File: src/rtl/id_ctrl_pipe_pkg.sv
// Shared decode definitions for the ID stage: ALU op codes, pc/writeback selects,
// immediate formats, opcodes and the decoded control bundle.
package id_ctrl_pipe_pkg;

    typedef enum logic [4:0] {
        ALU_ADD    = 5'd0,  ALU_SUB   = 5'd1,  ALU_SLL  = 5'd2,  ALU_SLT  = 5'd3,
        ALU_SLTU   = 5'd4,  ALU_XOR   = 5'd5,  ALU_SRL  = 5'd6,  ALU_SRA  = 5'd7,
        ALU_OR     = 5'd8,  ALU_AND   = 5'd9,  ALU_EQ   = 5'd10, ALU_NE   = 5'd11,
        ALU_LT     = 5'd12, ALU_GE    = 5'd13, ALU_LTU  = 5'd14, ALU_GEU  = 5'd15,
        ALU_MUL    = 5'd16, ALU_MULH  = 5'd17, ALU_MULHSU = 5'd18, ALU_MULHU = 5'd19,
        ALU_DIV    = 5'd20, ALU_DIVU  = 5'd21, ALU_REM  = 5'd22, ALU_REMU = 5'd23
    } alu_op_e;

    localparam logic [1:0] PC_SEL_PC4    = 2'b00;
    localparam logic [1:0] PC_SEL_BRANCH = 2'b01;
    localparam logic [1:0] PC_SEL_JAL    = 2'b10;
    localparam logic [1:0] PC_SEL_JALR   = 2'b11;

    localparam logic [1:0] WB_ALU = 2'b00;
    localparam logic [1:0] WB_PC4 = 2'b01;
    localparam logic [1:0] WB_MEM = 2'b10;
    localparam logic [1:0] WB_IMM = 2'b11;

    typedef enum logic [2:0] {IMM_NONE, IMM_I, IMM_S, IMM_B, IMM_U, IMM_J} imm_fmt_e;

    typedef enum logic {ST_RUN, ST_LU_STALL} stall_state_e;

    localparam logic [6:0] OPC_LUI      = 7'b0110111;
    localparam logic [6:0] OPC_AUIPC    = 7'b0010111;
    localparam logic [6:0] OPC_JAL      = 7'b1101111;
    localparam logic [6:0] OPC_JALR     = 7'b1100111;
    localparam logic [6:0] OPC_BRANCH   = 7'b1100011;
    localparam logic [6:0] OPC_LOAD     = 7'b0000011;
    localparam logic [6:0] OPC_STORE    = 7'b0100011;
    localparam logic [6:0] OPC_OP_IMM   = 7'b0010011;
    localparam logic [6:0] OPC_OP       = 7'b0110011;
    localparam logic [6:0] OPC_MISC_MEM = 7'b0001111;

    typedef struct packed {
        alu_op_e     alu_ctrl;
        logic [1:0]  pc_sel;
        logic [1:0]  reg_write;
        logic        reg_we;
        logic        mem_read;
        logic        mem_write;
        logic        branch;
        logic        op_a_sel;
        logic        op_b_sel;
        logic [2:0]  mem_size;
        logic [4:0]  rs1;
        logic [4:0]  rs2;
        logic [4:0]  rd;
        logic        illegal;
    } ctrl_t;

    // funct3 -> ALU op for the register/immediate arithmetic group (funct7 = 0)
    function automatic alu_op_e base_alu(input logic [2:0] f3);
        case (f3)
            3'b000:  base_alu = ALU_ADD;
            3'b001:  base_alu = ALU_SLL;
            3'b010:  base_alu = ALU_SLT;
            3'b011:  base_alu = ALU_SLTU;
            3'b100:  base_alu = ALU_XOR;
            3'b101:  base_alu = ALU_SRL;
            3'b110:  base_alu = ALU_OR;
            default: base_alu = ALU_AND;
        endcase
    endfunction

    function automatic logic [31:0] gen_imm(input logic [31:0] i, input imm_fmt_e fmt);
        case (fmt)
            IMM_I:   gen_imm = {{20{i[31]}}, i[31:20]};
            IMM_S:   gen_imm = {{20{i[31]}}, i[31:25], i[11:7]};
            IMM_B:   gen_imm = {{19{i[31]}}, i[31], i[7], i[30:25], i[11:8], 1'b0};
            IMM_U:   gen_imm = {i[31:12], 12'b0};
            IMM_J:   gen_imm = {{11{i[31]}}, i[31], i[19:12], i[20], i[30:21], 1'b0};
            default: gen_imm = 32'b0;
        endcase
    endfunction

endpackage

File: src/rtl/id_ctrl_pipe_ctrl_dec.sv
// Combinational RV32I(+M) decoder: raw instruction word -> control bundle and
// sign-extended immediate. Illegal encodings produce an all-zero bundle with illegal set.
module ctrl_dec
    import id_ctrl_pipe_pkg::*;
#(
    parameter int XLEN     = 32,
    parameter bit ENABLE_M = 1'b0
) (
    input  logic [31:0]     inst,
    output ctrl_t           ctrl,
    output logic [XLEN-1:0] imm
);

    logic [6:0] opcode;
    logic [6:0] funct7;
    logic [2:0] funct3;
    imm_fmt_e   fmt;
    logic       ill;

    assign opcode = inst[6:0];
    assign funct3 = inst[14:12];
    assign funct7 = inst[31:25];

    always_comb begin
        ctrl = '0;
        fmt  = IMM_NONE;
        ill  = 1'b0;
        unique case (opcode)
            OPC_LUI: begin
                fmt = IMM_U; ctrl.rd = inst[11:7]; ctrl.reg_we = 1'b1; ctrl.reg_write = WB_IMM;
            end
            OPC_AUIPC: begin
                fmt = IMM_U; ctrl.rd = inst[11:7]; ctrl.reg_we = 1'b1; ctrl.op_a_sel = 1'b1;
            end
            OPC_JAL: begin
                fmt = IMM_J; ctrl.rd = inst[11:7]; ctrl.reg_we = 1'b1; ctrl.op_a_sel = 1'b1;
                ctrl.reg_write = WB_PC4; ctrl.pc_sel = PC_SEL_JAL;
            end
            OPC_JALR: begin
                fmt = IMM_I; ctrl.rs1 = inst[19:15]; ctrl.rd = inst[11:7]; ctrl.reg_we = 1'b1;
                ctrl.reg_write = WB_PC4; ctrl.pc_sel = PC_SEL_JALR;
                ill = (funct3 != 3'b000);
            end
            OPC_BRANCH: begin
                // op_b is the register operand: EX compares rs1/rs2, NPC adds pc+imm
                fmt = IMM_B; ctrl.rs1 = inst[19:15]; ctrl.rs2 = inst[24:20];
                ctrl.branch = 1'b1; ctrl.pc_sel = PC_SEL_BRANCH; ctrl.op_b_sel = 1'b1;
                case (funct3)
                    3'b000:  ctrl.alu_ctrl = ALU_EQ;
                    3'b001:  ctrl.alu_ctrl = ALU_NE;
                    3'b100:  ctrl.alu_ctrl = ALU_LT;
                    3'b101:  ctrl.alu_ctrl = ALU_GE;
                    3'b110:  ctrl.alu_ctrl = ALU_LTU;
                    3'b111:  ctrl.alu_ctrl = ALU_GEU;
                    default: ill = 1'b1;
                endcase
            end
            OPC_LOAD: begin
                fmt = IMM_I; ctrl.rs1 = inst[19:15]; ctrl.rd = inst[11:7]; ctrl.reg_we = 1'b1;
                ctrl.mem_read = 1'b1; ctrl.reg_write = WB_MEM; ctrl.mem_size = funct3;
                ill = (funct3 == 3'b011) || (funct3 == 3'b110) || (funct3 == 3'b111);
            end
            OPC_STORE: begin
                fmt = IMM_S; ctrl.rs1 = inst[19:15]; ctrl.rs2 = inst[24:20];
                ctrl.mem_write = 1'b1; ctrl.mem_size = funct3;
                ill = (funct3 > 3'b010);
            end
            OPC_OP_IMM: begin
                fmt = IMM_I; ctrl.rs1 = inst[19:15]; ctrl.rd = inst[11:7]; ctrl.reg_we = 1'b1;
                ctrl.alu_ctrl = base_alu(funct3);
                if (funct3 == 3'b001) begin
                    ill = (funct7 != 7'b0000000);
                end else if (funct3 == 3'b101) begin
                    if (funct7 == 7'b0100000)
                        ctrl.alu_ctrl = ALU_SRA;
                    else
                        ill = (funct7 != 7'b0000000);
                end
            end
            OPC_OP: begin
                ctrl.rs1 = inst[19:15]; ctrl.rs2 = inst[24:20]; ctrl.rd = inst[11:7];
                ctrl.reg_we = 1'b1; ctrl.op_b_sel = 1'b1;
                if (funct7 == 7'b0000000)
                    ctrl.alu_ctrl = base_alu(funct3);
                else if (funct7 == 7'b0100000 && funct3 == 3'b000)
                    ctrl.alu_ctrl = ALU_SUB;
                else if (funct7 == 7'b0100000 && funct3 == 3'b101)
                    ctrl.alu_ctrl = ALU_SRA;
                else if (funct7 == 7'b0000001 && ENABLE_M)
                    ctrl.alu_ctrl = alu_op_e'({2'b10, funct3});
                else
                    ill = 1'b1;
            end
            OPC_MISC_MEM: ill = (funct3 != 3'b000);
            default:      ill = 1'b1;
        endcase
        if (ill) begin
            ctrl = '0;
            fmt  = IMM_NONE;
        end
        ctrl.illegal = ill;
    end

    assign imm = XLEN'($signed(gen_imm(inst, fmt)));

endmodule

File: src/rtl/id_ctrl_pipe.sv
// ID stage: decodes the fetched instruction into the ID/EX register, inserts
// load-use bubbles, honours EX back-pressure and redirect flushes.
module id_ctrl_pipe
    import id_ctrl_pipe_pkg::*;
#(
    parameter int XLEN     = 32,
    parameter bit ENABLE_M = 1'b0
) (
    input  logic            cpu_clk,
    input  logic            cpu_rst,
    input  logic            if_valid,
    input  logic [31:0]     inst,
    input  logic [XLEN-1:0] if_pc,
    output logic            id_ready,
    input  logic            ex_ready,
    input  logic            redirect,
    output logic            ex_valid,
    output logic [XLEN-1:0] ex_pc,
    output logic [XLEN-1:0] ex_imm,
    output logic [4:0]      ex_rs1,
    output logic [4:0]      ex_rs2,
    output logic [4:0]      ex_rd,
    output logic [4:0]      ex_alu_ctrl,
    output logic [1:0]      ex_pc_sel,
    output logic [1:0]      ex_reg_write,
    output logic            ex_reg_we,
    output logic            ex_mem_read,
    output logic            ex_mem_write,
    output logic            ex_branch,
    output logic            ex_op_a_sel,
    output logic            ex_op_b_sel,
    output logic [2:0]      ex_mem_size,
    output logic            ex_illegal,
    output logic [15:0]     stall_cnt
);

    ctrl_t           dec_ctrl;
    logic [XLEN-1:0] dec_imm;

    ctrl_t           ctrl_q, ctrl_d;
    logic            valid_q, valid_d;
    logic [XLEN-1:0] pc_q, pc_d, imm_q, imm_d;
    stall_state_e    state_q, state_d;
    logic [15:0]     stall_cnt_q, stall_cnt_d;
    logic            hazard;

    ctrl_dec #(.XLEN(XLEN), .ENABLE_M(ENABLE_M)) u_dec (
        .inst (inst),
        .ctrl (dec_ctrl),
        .imm  (dec_imm)
    );

    // Unused source fields decode to x0, so the rd != 0 term rules them out.
    assign hazard = if_valid & valid_q & ctrl_q.mem_read & (ctrl_q.rd != 5'd0) &
                    ((ctrl_q.rd == dec_ctrl.rs1) | (ctrl_q.rd == dec_ctrl.rs2));

    assign id_ready = redirect | (ex_ready & ~hazard);

    always_comb begin
        valid_d     = valid_q;
        ctrl_d      = ctrl_q;
        pc_d        = pc_q;
        imm_d       = imm_q;
        state_d     = state_q;
        stall_cnt_d = stall_cnt_q;
        if (ex_ready) begin
            // Default is a fully zeroed bubble; only a clean accept loads the decoder
            valid_d = 1'b0;
            ctrl_d  = '0;
            pc_d    = '0;
            imm_d   = '0;
            state_d = ST_RUN;
            if (!redirect && hazard) begin
                state_d = ST_LU_STALL;
            end else if (!redirect && if_valid) begin
                valid_d = 1'b1;
                ctrl_d  = dec_ctrl;
                pc_d    = if_pc;
                imm_d   = dec_imm;
            end
        end
        if (redirect)
            state_d = ST_RUN;
        if (state_q == ST_RUN && state_d == ST_LU_STALL && stall_cnt_q != 16'hFFFF)
            stall_cnt_d = stall_cnt_q + 16'd1;
    end

    always_ff @(posedge cpu_clk or posedge cpu_rst) begin
        if (cpu_rst) begin
            valid_q     <= 1'b0;
            ctrl_q      <= '0;
            pc_q        <= '0;
            imm_q       <= '0;
            state_q     <= ST_RUN;
            stall_cnt_q <= 16'd0;
        end else begin
            valid_q     <= valid_d;
            ctrl_q      <= ctrl_d;
            pc_q        <= pc_d;
            imm_q       <= imm_d;
            state_q     <= state_d;
            stall_cnt_q <= stall_cnt_d;
        end
    end

    assign ex_valid     = valid_q;
    assign ex_pc        = pc_q;
    assign ex_imm       = imm_q;
    assign ex_rs1       = ctrl_q.rs1;
    assign ex_rs2       = ctrl_q.rs2;
    assign ex_rd        = ctrl_q.rd;
    assign ex_alu_ctrl  = ctrl_q.alu_ctrl;
    assign ex_pc_sel    = ctrl_q.pc_sel;
    assign ex_reg_write = ctrl_q.reg_write;
    assign ex_reg_we    = ctrl_q.reg_we;
    assign ex_mem_read  = ctrl_q.mem_read;
    assign ex_mem_write = ctrl_q.mem_write;
    assign ex_branch    = ctrl_q.branch;
    assign ex_op_a_sel  = ctrl_q.op_a_sel;
    assign ex_op_b_sel  = ctrl_q.op_b_sel;
    assign ex_mem_size  = ctrl_q.mem_size;
    assign ex_illegal   = ctrl_q.illegal;
    assign stall_cnt    = stall_cnt_q;

endmodule

File: config.mk
export PLATFORM = sky130hd
export DESIGN_NAME = id_ctrl_pipe
export DESIGN_NICKNAME = d
export VERILOG_FILES = /design/src/rtl/id_ctrl_pipe_pkg.sv /design/src/rtl/id_ctrl_pipe_ctrl_dec.sv /design/src/rtl/id_ctrl_pipe.sv
export SDC_FILE = /design/constraint.sdc
export NUM_CORES = 1
export LEC_CHECK = 0
export BUFFER_PORTS_ARGS = -buffer_cell sky130_fd_sc_hd__buf_2
export CAP_MARGIN = 30
export CORE_MARGIN = 1.5
export CORE_UTILIZATION = 23
export CTS_BUF_LIST = sky130_fd_sc_hd__clkbuf_16
export CTS_CLUSTER_DIAMETER = 200
export DETAILED_ROUTE_END_ITERATION = 16
export GPL_TIMING_DRIVEN = 0
export REMOVE_ABC_BUFFERS = 1
export SLEW_MARGIN = 10
export SYNTH_ARGS = -nofsm -noshare
export SYNTH_HDL_FRONTEND = slang
export SYNTH_HIERARCHICAL = 1
export SYNTH_SLANG_ARGS = --single-unit
File: constraint.sdc
create_clock -name cpu_clk -period 3.1 [get_ports cpu_clk]
set_clock_uncertainty 0.05 [all_clocks]
set_input_delay 0 -clock cpu_clk [delete_from_list [all_inputs] [get_ports cpu_clk]]
set_output_delay 0 -clock cpu_clk [all_outputs]
set_load 0.01 [all_outputs]
[Word level (Yosys, flattened, before mapping)]
Index checks and enable logic that the tools add are counted.
Storage, ports and cells
  logic and storage cells: 126
  input port bits: 69
  register bits: 116
Cells by class
  $add $sub $neg: 1
  muxes and demuxes: 44
  reductions and logical operators: 26
  eq/ne operators: 26
  magnitude comparators: 1
  bitwise operators: 9
Operators by type and width (number)
  $pmux 32 s5: 1
  $mux 32: 4
  $mux 34: 3
  $mux 5: 8
  $eq 7x6->1 const B: 4
  $pmux 4 s7: 1
  $pmux 4 s6: 1
  $eq 7x7->1 const B: 3
  $eq 3x3->1 const B: 6
  $mux 1: 18
  $add 16x1->16 const B: 1
  $ne 16x16->1 const B: 1
  $pmux 3 s5: 1
  $pmux 5 s3: 1
  $eq 7x5->1 const B: 2
  $eq 3x2->1 const B: 4
  $pmux 2 s3: 2
  $reduce_or 2->1: 6
  $reduce_or 6->1: 2
  $eq 5x5->1: 2
  $mux 3: 3
  $reduce_or 3->1: 3
  $eq 7x2->1 const B: 1
  $eq 7x4->1 const B: 1
  other kinds (15): 28

[Depth between registers and ports, before layout]
Gate-level depths: netlist of the first run.
  word-level depth: 16
  gate-level depth with buffers: 18
  mapped depth without buffers: 12

[Modules after synthesis]
Netlist of the first run, hierarchy kept.
Modules (own cells, without submodules)
  id_ctrl_pipe: sequential area each 2902.8 µm², area an instance 4456.8 µm², cells each 317, instances 1
  ctrl_dec: sequential area each 0.0 µm², area an instance 1408.9 µm², cells each 244, instances 1

[Worst setup path after synthesis of the first run]
Ideal clock, no wire load.
  kind: input to register
  start point: input port inst[25]
  end point: register ctrl_q, in the netlist ex_illegal
  path buffers: 5
  slack: -0.291 ns
  arrival time: 3.220 ns
  cell stages on the path: 16
  cell sequence: or4_4 > or3_4 > o21bai_2 > or4b_1 > buf_2 > buf_2 > nor2_1 > xor2_1 > nor3_1 > a22oi_1 > nor2_2 > nor3b_2 > buf_4 > buf_8 > buf_8 > a22o_1
RTL lines
  start, declared: line id_ctrl_pipe.sv:12  | input logic [31:0] inst,
  end signal, assigned: line id_ctrl_pipe.sv:98  | ctrl_q <= ctrl_d;
  end, declared: line id_ctrl_pipe.sv:40  | ctrl_t ctrl_q, ctrl_d;

==> results of run 1 <==
==> state kept, by name, summed over array words and instances, names as in the netlist <==
register      cells
ex_mem_write      1
ex_branch         1
ex_reg_we         1
ex_pc_sel         2
ex_rs2            5
ex_alu_ctrl       5
ex_reg_write      2
ex_pc            32
ex_rd             5
ex_mem_read       1
ex_op_b_sel       1
state_q           1
ex_op_a_sel       1
ex_rs1            5
ex_valid          1
ex_illegal        1
stall_cnt        16
ex_imm           32
ex_mem_size       3
==> power groups by stage <==
stage / registers (mW) / clock network (mW) / logic, mW
6_report: 1.56 / 1.98 / 0.453
5_1_grt: 1.56 / 2.11 / 0.491
4_1_cts: 1.56 / 2.04 / 0.449
3_5_place_dp: 1.59 / 0 / 0.341
3_3_place_gp: 1.59 / 0 / 0.313
2_1_floorplan: 1.60 / 0 / 0.140
==> repair_timing <==
action / CTS / global route
pin swaps: 16 / 41
setup endpoints to repair: 116 / 109
endpoints found under the hold margin: 120 / 0
buffers inserted: 20 / 8
gates resized for setup: 34 / 21
hold buffers: 56 / 0
gates cloned: 7 / 2
==> layer usage <==
metal | wire length, µm | part of all wire | global-route usage
met1 | 9460 | 0.45 | 0.200
met2 | 10000 | 0.48 | 0.262
met3 | 1070 | 0.051 | 0.0339
met4 | 329 | 0.016 | 0.0488
met5 | 0 | 0 | 0
==> worst max-delay path, cell delays in order <==
cell and delay [ps]:
buf_6 90, or4_4 570, or3_4 430, o21bai_4 120, or4b_4 560, buf_16 190
nor2_4 120, xor2_2 160, nor3_2 60, a22oi_2 290, nor2_4 90, nor3b_4 240
clkbuf_16 190, buf_12 130, buf_12 110, buf_16 100, a22o_1 120
==> worst paths after layout <==
check	cells after the start	start	slack [ps]	end
setup / recovery	17	inst[27]	-200	ex_imm[8]
hold / removal	4	inst[12]	20	ex_imm[12]
setup reg to reg	9	ex_rd[1]	610	ex_imm[8]
hold reg to reg	1	stall_cnt[9]	440	stall_cnt[9]
max in group asynchronous	4	cpu_rst	2120	ex_pc[15]
min in group asynchronous	3	cpu_rst	160	ex_pc[19]
==> Yosys cell counts, types with 4 or more instances <==
master / n / area (µm²)
a21o_1: 4 / 30.0
a21oi_1: 13 / 65.1
a22o_1: 98 / 858
and2_1: 10 / 62.6
and3_1: 8 / 50.1
buf_4: 11 / 82.6
clkbuf_1: 29 / 109
dfrtp_1: 116 / 2900
ha_1: 7 / 87.6
inv_1: 9 / 33.8
nand2_1: 58 / 218
nand2b_1: 5 / 31.3
nand3_1: 22 / 110
nand4_1: 9 / 56.3
nor2_1: 31 / 116
nor3_1: 12 / 60.1
nor3_2: 4 / 40.0
o21ai_0: 17 / 85.1
o31ai_1: 4 / 30.0
xnor2_1: 16 / 140
xor2_1: 12 / 105
==> cell families after synthesis <==
group	count (synthesis)	synth area share
and+or+nand+nor	191	0.175
AOI/OAI and AO/OA	156	0.215
DFF	116	0.495
buffers and inverters	58	0.0512
xor gates and xnor gates	28	0.0418
adders and majority gates	7	0.0149
muxes	4	0.00704
other	1	0.000639
==> area by class of cell <==
class / instances / area, µm²
clock inverter: 15 / 150
timing repair buffer: 284 / 2150
tap: 330 / 413
multi-input combinational: 388 / 2850
fill: 2524 / 16200
sequential: 116 / 2900
inverter: 10 / 45.0
clock buffer: 17 / 425
==> cells in the final DEF, fill, tap and decap left out, types with 17 or more instances in the layout <==
| cell | Yosys | layout |
|---|---|---|
| nand3_1 | 22 | 22 |
| nand2_1 | 58 | 54 |
| dlygate4sd3_1 | 0 | 56 |
| o21ai_0 | 17 | 17 |
| nor2_1 | 31 | 22 |
| clkbuf_16 | 0 | 20 |
| buf_4 | 11 | 22 |
| a22o_1 | 98 | 98 |
| buf_2 | 3 | 181 |
| dfrtp_1 | 116 | 116 |
==> metrics by stage <==
step | std cells | setup WS [ps] | cell area [µm²] | setup TNS (ps) | utilization
finish | 1160 | -204 | 8940 | -11630 | 0.356
global placement | 1027 | -6640 | 6940 | -873390 | 0.276
detailed placement | 1037 | -1700 | 7150 | -157000 | 0.285
global route | 1160 | -340 | 8940 | -24580 | 0.356
floorplan | 513 | -3030 | 5600 | -302780 | -
CTS | 1152 | -189 | 8770 | -11540 | 0.349
==> metrics.yaml, run 1 <==
placement:
  hpwlAfterDp_mm: 13.1
  portBuffers: 184
  place.gp.congestion: 0.804
timing:
  finalCritPeriodShare: 1.07
  hold_violations: 0
  hold_slack_ps: 24.6
  setup_viol: 84
  fin_ws_ps: -204
  rsz0062_at_grt: "true"
  max_clock_freq_mhz: 303
  tightest_slew_ps: 939
  maxSlewViolCount: 0
  relSlewSlack: 0.374
  fin_crit_ps: 3300
detailed_routing:
  ant_nets: 0
  vias_per_cell: 4.68
  firstDrtPassIters: 4
  vias: 5433
  wl_per_cell_um: 18.0
  drt_first_iter_violations: 298
  route.detailed.drc: 0
  wl_mm: 20.9
global_route:
  overflow: 0
  grt_pass1_vias: 5468
  grt_max_degree: 66
  antenna_found_initial: 0
  gr-usage-all-layers: 0.156
  grt_pass1_wl_mm: 31.4
run_status:
  violations: "negative setup slack"
  outcome: "complete, but fails checks"
pwr:
  combPwrFrac: 0.113
  pwr-share-seq: 0.391
  switchingPower_mw: 0.994
  leakage_nw: 4.42
  p_int_mw: 3.00
  p_sw_frac: 0.249
  irDropWorstVdd_mv: 0.253
  p_clk_frac: 0.496
  p_total_mw: 3.99
  powerDensity_nw_per_um2: 446
clocking:
  cts_buffers: 17
  clk_pin_slew_ps: 60
  clock_path_buffers: 2
  cts_num_sinks: 116
  htreeDepth: 4
  root_buffer: "clkbuf_16"
  cts_tree: "done"
  clkLatencyLatePin_ps: 420
finish:
  finalNetCount: 893
  syn2layout_area_growth_pct: 52.4
  antenna_cells: 0
  drive_gt1_frac: 0.367
die:
  die_x_um: 163
  ioPinCount: 185
  die_height_um: 163
  row_count: 58
  initial_utilization: 0.234
  core_area_um2: 25100
  die_area_um2: 26500
synth:
  ys_types: 66
  synth-main-ff-cell: "dfrtp_1"
  ys_warn_count: 6
  synth_seq_cells: 116
  seq_area_frac_synth: 0.495
  avgSynthCellArea_um2: 10.5
  synthCells: 561
  synth_edf_count: 0
  syn_area_um2: 5870
  async_reset_ff_frac: 1.00
worst_hold_path:
  hold_path.class: "input port to register"
worst_setup_path:
  start_kind: "input port"
  cp.arrival_ps: 3610
  cp.required_ps: 3400
  crit_fanout: 6
  path_class: "input port to register"
  cp-end-kind: "register"
job:
  cap_violations: 0
Note: power is estimated with default switching activity, not from simulation.
==> inputs of run 2 (changes only) <==
--- a/config.mk
+++ b/config.mk
@@ -19,3 +19,4 @@
 export SYNTH_HDL_FRONTEND = slang
 export SYNTH_HIERARCHICAL = 1
 export SYNTH_SLANG_ARGS = --single-unit
+export TNS_END_PERCENT = 10
==> run 2 against run 1 <==
The run still ends with negative setup slack left. Die area unchanged. Cell count down 0.78%. Global-route usage down 0.24 points.
==> metrics.yaml, run 2 (same netlist as run 1, synthesis figures left out) <==
run_status:
  outcome: "complete, but fails checks"
  violations: "negative setup slack"
pwr:
  combPwrFrac: 0.111
  p_int_mw: 2.99
  pwr-share-seq: 0.392
  powerDensity_nw_per_um2: 455
  irDropWorstVdd_mv: 0.251
  leakage_nw: 4.34
  p_clk_frac: 0.497
  p_sw_frac: 0.249
  switchingPower_mw: 0.993
timing:
  relSlewSlack: 0.388
  setup_viol: 84
  fin_ws_ps: -180
  max_clock_freq_mhz: 305
  maxSlewViolCount: 0
  fin_crit_ps: 3280
  finalCritPeriodShare: 1.06
  tightest_slew_ps: 918
  rsz0062_at_grt: "true"
  hold_violations: 0
global_route:
  grt_max_degree: 66
  overflow: 0
  gr-usage-all-layers: 0.154
  grt_pass1_vias: 5399
  grt_pass1_wl_mm: 31.0
  antenna_found_initial: 0
finish:
  seqCellArea_um2: 2900
  finalCoreUtilization: 0.348
  syn2layout_area_growth_pct: 49.1
  instances_no_fill: 1151
  drive_gt1_frac: 0.350
  fill_cells: 2548
  multi_input_comb_area_um2: 2790
  final_area_um2: 8750
  final_cell_mix: "buf_2, dfrtp_1, a22o_1"
  finalNetCount: 884
  antenna_cells: 0
  final_common_cell: "buf_2"
placement:
  place.gp.congestion: 0.804
  post-place-cells: 1037
  post_dp_cell_area_um2: 7150
  portBuffers: 184
  hpwlAfterDp_mm: 13.1
die:
  ioPinCount: 185
  die_area_um2: 26500
  die_height_um: 163
  core_area_um2: 25100
  die_x_um: 163
  row_count: 58
  initial_utilization: 0.234
detailed_routing:
  route.detailed.drc: 0
  wl_per_cell_um: 17.8
  ant_nets: 0
  vias: 5393
  firstDrtPassIters: 5
  drt_first_iter_violations: 333
  vias_per_cell: 4.69
  wl_mm: 20.4
job:
  cap_violations: 0
clocking:
  root_buffer: "clkbuf_16"
  htreeDepth: 4
  clkLatencyLatePin_ps: 420
  clock_path_buffers: 2
  cts_num_sinks: 116
  cts_buffers: 17
  clk_pin_slew_ps: 60
  cts_tree: "done"
worst_setup_path:
  path_class: "input port to register"
  cp.required_ps: 3400
  cp-end-kind: "register"
  start_kind: "input port"
  crit_fanout: 6
  cp.arrival_ps: 3580
worst_hold_path:
  hold_path.class: "input port to register"
## run 2: worst paths after layout
path | start | endpoint | slack [ps] | cells past startpoint
worst max register to register | ex_rd[1] | ex_imm[8] | 640 | 9
worst min register to register | stall_cnt[9] | stall_cnt[9] | 440 | 1
min in group asynchronous | cpu_rst | ex_pc[19] | 160 | 3
worst min-delay path | inst[30] | ex_imm[30] | 30 | 4
max in group asynchronous | cpu_rst | ex_pc[5] | 2120 | 4
worst max-delay path | inst[25] | ex_imm[8] | -180 | 17
## run 2: worst max-delay path, stage by stage
cell	delay (ps)
buf_6	90
or4_4	560
or3_4	370
o21bai_4	150
or4b_4	560
buf_16	190
nor2_4	120
xor2_1	170
nor3_1	80
a22oi_2	280
nor2_4	70
nor3b_4	240
clkbuf_16	190
buf_12	140
buf_12	110
buf_16	100
a22o_1	120
## run 2: final cells by class
class | instances | share of cell area
flip-flops and latches | 116 | 0.332
multi-input cells | 387 | 0.319
repair buffers | 276 | 0.231
clock buffers | 17 | 0.0486
well taps | 330 | 0.0472
clock inverters | 15 | 0.0172
inverters | 10 | 0.00515
## run 2: metal layers
layer | vias up | wire [µm] | global-route usage
li1 | 2555 | - | -
met1 | 2632 | 9270 | 0.197
met2 | 180 | 9760 | 0.256
met3 | 26 | 1070 | 0.0339
met4 | 0 | 335 | 0.0488
met5 | - | 0 | 0
## run 2: what timing repair did
action / in CTS / in global routing
endpoints found under the setup margin: 116 / 104
hold endpoints to repair: 120 / 0
gates resized for setup: 30 / 11
pin swaps: 23 / 46
buffers inserted: 17 / 5
hold buffers: 56 / 0
cloned: 4 / 0
## run 2: metrics by stage
step                setup TNS [ps]  power [mW]  setup WS [ps]  hold WS, ps
CTS                         -11630        4.04           -192         6.37
floorplan                  -302780        1.74          -3030         16.4
detailed placement         -157000        1.93          -1700         60.0
global route                -22000        4.15           -317         51.2
finish                       -9510        3.98           -180         29.0
global placement           -873390        1.90          -6640          143
## run 2: power by group through the flow
stage | Sequential (mW) | Clock (mW) | Combinational (mW)
2_1_floorplan | 1.60 | 0 | 0.140
3_3_place_gp | 1.59 | 0 | 0.313
3_5_place_dp | 1.59 | 0 | 0.341
4_1_cts | 1.56 | 2.04 | 0.438
5_1_grt | 1.56 | 2.11 | 0.479
6_report | 1.56 | 1.98 | 0.442
